<file path="config.mk">
export PLATFORM = sky130hd
export DESIGN_NAME = reg_bank
export DESIGN_NICKNAME = d
export VERILOG_FILES = /design/src/rtl/reg_bank_pkg.sv /design/src/rtl/reg_bank.sv
export SDC_FILE = /design/constraint.sdc
export NUM_CORES = 2
export LEC_CHECK = 0
export BUFFER_PORTS_ARGS = -buffer_cell sky130_fd_sc_hd__buf_2
export CAP_MARGIN = 25
export CORE_MARGIN = 4
export CORE_UTILIZATION = 50
export CTS_BUF_LIST = sky130_fd_sc_hd__clkbuf_4
export DETAILED_ROUTE_END_ITERATION = 12
export PLACE_DENSITY = 0.66
export SYNTH_ARGS = -nofsm -noshare
export SYNTH_HDL_FRONTEND = slang
export SYNTH_SLANG_ARGS = --single-unit
</file>
<file path="constraint.sdc">
create_clock -name clk -period 33 [get_ports clk]
set_clock_uncertainty 0.15 [all_clocks]
set_input_delay 1.65 -clock clk [delete_from_list [all_inputs] [get_ports clk]]
set_output_delay 1.65 -clock clk [all_outputs]
set_load 0.02 [all_outputs]
</file>
<file path="src/rtl/reg_bank_pkg.sv">
// rtl/reg_bank_pkg.sv - shared defaults for the integer register bank
// Purpose: default widths/depth of the register file and the hardwired-zero
//          register address. Imported by rtl/reg_bank.sv.
// Ports: none (package).
package reg_bank_pkg;

  localparam int XLEN_DEF = 32;
  localparam int NREG_DEF = 32;
  localparam int AW_DEF   = 5;
  localparam int CW_DEF   = 32;

  // Address of x0; reads return zero and writes are discarded.
  localparam logic [AW_DEF-1:0] REG_ZERO = '0;

endpackage

</file>
<file path="src/rtl/reg_bank.sv">
// rtl/reg_bank.sv - RV32 integer register file with committed-write counter
// Purpose: NREG x XLEN register file, two combinational read ports plus a
//          debug read port, one synchronous write port, x0 hardwired to zero,
//          and a wrapping counter of committed writes.
// Optional: macro REG_BANK_BYPASS_EN enables write-through forwarding of wd3
//           onto any read port whose address matches a committing a3.
// Ports:
//   clk      in   system clock, rising edge
//   rst      in   asynchronous active-high reset
//   a1, a2   in   read addresses (rs1, rs2)
//   a3       in   write address (rd)
//   we3      in   write enable
//   wd3      in   write-back data
//   rd1, rd2 out  read data
//   dbg_addr in   debug read address
//   dbg_data out  debug read data
//   wr_count out  committed writes since reset, wraps modulo 2^CW
module reg_bank
  import reg_bank_pkg::*;
#(
  parameter int XLEN = XLEN_DEF,
  parameter int NREG = NREG_DEF,
  parameter int AW   = AW_DEF,
  parameter int CW   = CW_DEF
) (
  input  logic            clk,
  input  logic            rst,
  input  logic [AW-1:0]   a1,
  input  logic [AW-1:0]   a2,
  input  logic [AW-1:0]   a3,
  input  logic            we3,
  input  logic [XLEN-1:0] wd3,
  output logic [XLEN-1:0] rd1,
  output logic [XLEN-1:0] rd2,
  input  logic [AW-1:0]   dbg_addr,
  output logic [XLEN-1:0] dbg_data,
  output logic [CW-1:0]   wr_count
);

  localparam logic [AW-1:0] ZERO_ADDR = AW'(REG_ZERO);

  logic [XLEN-1:0] regs [NREG];

  // we3 gates the whole commit term, so an X on a3 with we3=0 cannot
  // select any register or bump the counter.
  logic commit;
  assign commit = we3 && (a3 != ZERO_ADDR);

  always_ff @(posedge clk or posedge rst) begin
    if (rst) begin
      for (int i = 0; i < NREG; i++) begin
        regs[i] <= '0;
      end
      wr_count <= '0;
    end else if (commit) begin
      regs[a3] <= wd3;
      wr_count <= wr_count + CW'(1);
    end
  end

  // Forwarding source. Without the bypass build both terms are constant
  // zero, so no path exists from wd3 to the read ports.
  logic            fwd_ok;
  logic [XLEN-1:0] fwd_data;
`ifdef REG_BANK_BYPASS_EN
  assign fwd_ok   = commit;
  assign fwd_data = wd3;
`else
  assign fwd_ok   = 1'b0;
  assign fwd_data = '0;
`endif

  // One read port: x0 masking wins over forwarding, forwarding wins over
  // the stored value.
  function automatic logic [XLEN-1:0] read_port(
    input logic [AW-1:0]   addr,
    input logic [XLEN-1:0] stored,
    input logic            fwd_hit,
    input logic [XLEN-1:0] fwd_val
  );
    if (addr == ZERO_ADDR) return '0;
    if (fwd_hit) return fwd_val;
    return stored;
  endfunction

  always_comb begin
    rd1 = read_port(a1, regs[a1], fwd_ok && (a1 == a3), fwd_data);
  end

  always_comb begin
    rd2 = read_port(a2, regs[a2], fwd_ok && (a2 == a3), fwd_data);
  end

  always_comb begin
    dbg_data = read_port(dbg_addr, regs[dbg_addr], fwd_ok && (dbg_addr == a3), fwd_data);
  end

endmodule

</file>
; Word-level counts from Yosys, hierarchy flattened
; Cells that the tools add are included.
[word_totals]
reg_bits = 1056
latchBits = 0
mem_bits_rw = 0
rom_bits = 0
input_bits = 55
memories = 0
[classes]
n_addsub = 1
n_mul = 0
n_div = 0
order_cmp = 5
eq_ne = 0
shift = 0
n_mux = 27
n_bitwise = 4
reduce_logical = 6
[op_table]
columns = op, count
row1 = $bwmux W1024, 1
row2 = $mux W32, 16
row3 = $bmux W32 S5, 3
row4 = $demux W32 S5, 1
row5 = $add A32 B1 Y32 const B, 1
row6 = $ge A6 B6 Y1 const B, 4
row7 = $not A5 Y6, 4
row8 = $logic_not A5 Y1, 3
row9 = $lt A6 B1 Y1 const B, 1
row10 = $mux W1, 6
row11 = $reduce_bool A5 Y1, 1
row12 = $logic_and A1 B1 Y1, 2

; Depth between registers and ports, before layout
[logic_depth]
ltp_word = 6
depth_mapped = 8
mapped_depth_nobuf = 5

; Worst setup path after synthesis
; Ideal clock, no wire load.
[synth_path]
path_kind = input to output
start = input port a2[1]
end = output port rd2[12]
arrival_ns = 3.312
required_time_ns = 31.200
path_slack_ns = 27.888
path_stages = 8
n_path_buf = 4
cell_sequence = buf_2 -> buf_2 -> buf_2 -> buf_2 -> mux4_2 -> mux2_2 -> o21ai_0 -> a21oi_1
[synth_via]
elab_chain_cells = 6
elab_cells_between_ends = 8
classes_between = mux (6) / bitwise (1) / reduce/logical (1)
[synth_lines]
columns = element, line_no
row1 = from (decl), reg_bank.sv:29  ; input logic [AW-1:0] a2,
row2 = $not A5 Y6 (not written as such), reg_bank.sv:91  ; rd2 = read_port(a2, regs[a2], fwd_ok && (a2 == a3), fwd_data);
row3 = $bmux W32 S5, reg_bank.sv:91
row4 = $mux W32 (not written as such) (2 in a row), reg_bank.sv:91
row5 = $mux W32, reg_bank.sv:83  ; return stored;
row6 = $mux W32 (*), reg_bank.sv:82  ; if (fwd_hit) return fwd_val;
row7 = to (decl), reg_bank.sv:34  ; output logic [XLEN-1:0] rd2,
; Every way passes the cells marked *; elsewhere a longest branch is shown, timed or not. The select of a mux whose other input is x is not followed.

; Worst setup path after layout
[layout_path]
start = input port a2[1]
end = output port rd2[19]
; The elaborated chain is that of the path after synthesis.

==> results.toml <==
[status]
status = "complete, no violations"

[worst_setup_path]
start_kind = "input pin"
worst-setup-path-type = "input pin to output port"
worstPathRequired_ns = 31.20
cp_max_fo = 71
critPathCaptureType = "output port"
critPathArrivalTime_ns = 6.24

[pwr]
vdd_drop_max_mv = 0.0315
p_clk_share_pct = 30.3
seq_power_share_pct = 44.4
switching_power_mw = 1.22
combinationalPowerShare_pct = 25.4
swShare_pct = 30.6
power_density_mw_per_mm2 = 57.2
power.leakage_nw = 29.8
internal_power_mw = 2.76

[yosys]
synth_top_cells_by_count = "mux2_2 (1114), dfrtp_1 (1056), mux4_2 (768)"
yosys.area.top_type = "dfrtp_1"
yosysTopAreaCellShare_pct = 41.5
ys_seq_area_share_pct = 41.5
postSynthCellCount = 4249
yosys_most_used_dff = "dfrtp_1"
yosys_warnings = 0
syn_avg_cell_area_um2 = 15.0
synth.area.top_cells = "dfrtp_1 (41%), mux4_2 (27%), mux2_2 (20%)"
synthesis.nets = 4305
synthArstFlopShare_pct = 100
synth.most_common_cell = "mux2_2"
synth-edff-count = 0
yosys_register_bits = 1056
ys_types = 39
syn_area_mm2 = 0.0637

[floorplanning]
core_area_mm2 = 0.126
die_h_um = 365
rows = 130
ios = 183
die_w_um = 365
die_area_mm2 = 0.133
start_util_pct = 50.6

[sta]
max_slew_margin_pct = 21.5
rsz0062_at_grt = "no"
setup_viol_count_final = 0
worst_pin_slew_ns = 1.18
max_freq_mhz = 124
layout_min_cycle_time_ns = 8.04
tns_ns = 0
min_period_over_period_pct = 24.4
slew_violations = 0
hold_viol = 0

[route]
drc_errors = 0
drtIter0Drc = 5404
via_count = 44400
via_per_inst = 7.16
postRouteAntennaNets = 0
wl_per_cell_um = 35.5
routed_wl_um = 220000
dr.pass1.iters = 6

[clock_tree]
path_clk_slew_ns = 0.06
postCtsSetupBuffers = 0
tritoncts = "built"
htree_levels = 5
cts_made_buffers = 307
clock-sinks = 1056
clockBufferDepth = 4
root_buffer = "clkbuf_4"
ctsHoldBuffers = 0
clock_latency_ns = 1.24
post_cts_resized = 0

[grt]
grt_pass1_vias = 44800
grt_max_degree = 163
antenna_found_initial = 24
grt_usage_pct = 33.3
grt_pass1_wl_um = 317000
grt_remaining_overflow = 0

[layout]
fin_util_pct = 55.2
fillCellCount = 10300
num-nets-final = 4398
area_growth_syn_to_layout_pct = 9.13
drive_gt1_share_pct = 59.2

[min_path]
hp-class = "flop to flop"

[placed_design]
dp_hpwl_um = 120000
portBuffers = 182
gp_congestion = 0.818

[run]
maxCapViolations = 0
-- layer usage --
metal | wire length (µm) | part of all wire, % | vias up | global-route usage (%)
li1 | - | - | 17200 | -
met1 | 84900 | 39 | 23800 | 46.0
met2 | 96800 | 44 | 2815 | 48.3
met3 | 28000 | 13 | 560 | 11.2
met4 | 10100 | 4.6 | 12 | 14.5
met5 | 74 | 0.034 | - | 0
-- kinds of logic after synthesis --
family	after synthesis	share of synthesized area, %
adder cells (fa/ha/maj)	1	0.0196
AO/OA/AOI/OAI	385	3.60
flip-flops	1056	41.5
XOR/XNOR	31	0.426
AND/OR/NAND/NOR	221	1.68
multiplexers	2049	49.4
buffers and inverters	506	3.38
-- cell usage in the layout (no fill, tap or decap), drive strengths merged --
master / instances
a21bo: 1
a21oi: 166
a221oi: 70
a22oi: 26
a31oi: 26
and2: 4
and3: 7
and3b: 1
and4: 5
and4bb: 1
buf: 288
bufinv: 2
clkbuf: 448
clkinv: 51
dfrtp: 1056
diode: 13
ha: 1
inv: 6
mux2: 1115
mux2i: 166
mux4: 768
nand2: 53
nand2b: 3
nand3: 13
nand3b: 4
nand4: 10
nand4b: 3
nor2: 94
nor2b: 9
nor3: 3
nor3b: 3
nor4: 3
nor4b: 1
o21ai: 96
or2: 4
xnor2: 27
xor2: 4
-- sequential cells by signal, indices dropped and copies added (netlist names) --
signal / cells
regs: 1024
wr_count: 32
-- through the flow --
step	total power, mW	hold WS (ns)	cell area (µm²)	std cells	setup WS [ns]
floorplan	2.51	0.308	63700	4249	1.48
global placement	2.74	0.247	65800	5678	24.91
detailed placement	2.78	0.253	65800	5680	24.91
CTS	3.99	0.268	69500	6185	24.91
global route	4.17	0.284	69500	6193	24.61
finish	3.98	0.264	69600	6201	24.96
-- area by class of cell --
| type | count | area [µm²] | area share (%) |
|---|---|---|---|
| Multi-Input combinational cell | 2687 | 35400 | 51.0 |
| Sequential cell | 1056 | 26400 | 38.0 |
| Inverter | 2 | 15.0 | 0.0216 |
| Antenna cell | 13 | 32.5 | 0.0468 |
| Clock inverter | 57 | 274 | 0.394 |
| Tap cell | 1650 | 2060 | 2.97 |
| Timing Repair Buffer | 288 | 1940 | 2.79 |
| Clock buffer | 448 | 3360 | 4.83 |
-- power by group through the flow --
stage	registers [mW]	logic, mW	clock network, mW
final	1.76	1.01	1.20
after floorplan	1.71	0.797	0
after global routing	1.80	1.07	1.30
after CTS	1.75	1.00	1.23
after detailed placement	1.77	1.00	0
after global placement	1.76	0.985	0
-- path summary, 6_finish.rpt --
check / startpoint / endpoint / slack, ns / cells past startpoint
worst max register to register: wr_count[8] / wr_count[26] / 31.04 / 5
worst max-delay path: a2[1] / rd2[19] / 24.96 / 8
worst min register to register: regs[1008] / regs[1008] / 0.26 / 0
min in group asynchronous: rst / regs[183] / 0.41 / 2
max in group asynchronous: rst / regs[160] / 29.42 / 5
worst min-delay path: regs[1008] / regs[1008] / 0.26 / 0
-- critical path, cell delays in order --
cell and delay (ns):
buf_8 0.61, buf_4 0.74, buf_4 0.79, buf_4 0.74, mux4_2 0.59, a221oi_1 0.40
a21oi_1 0.29, buf_2 0.27
Power figures use the tool's default switching activity.
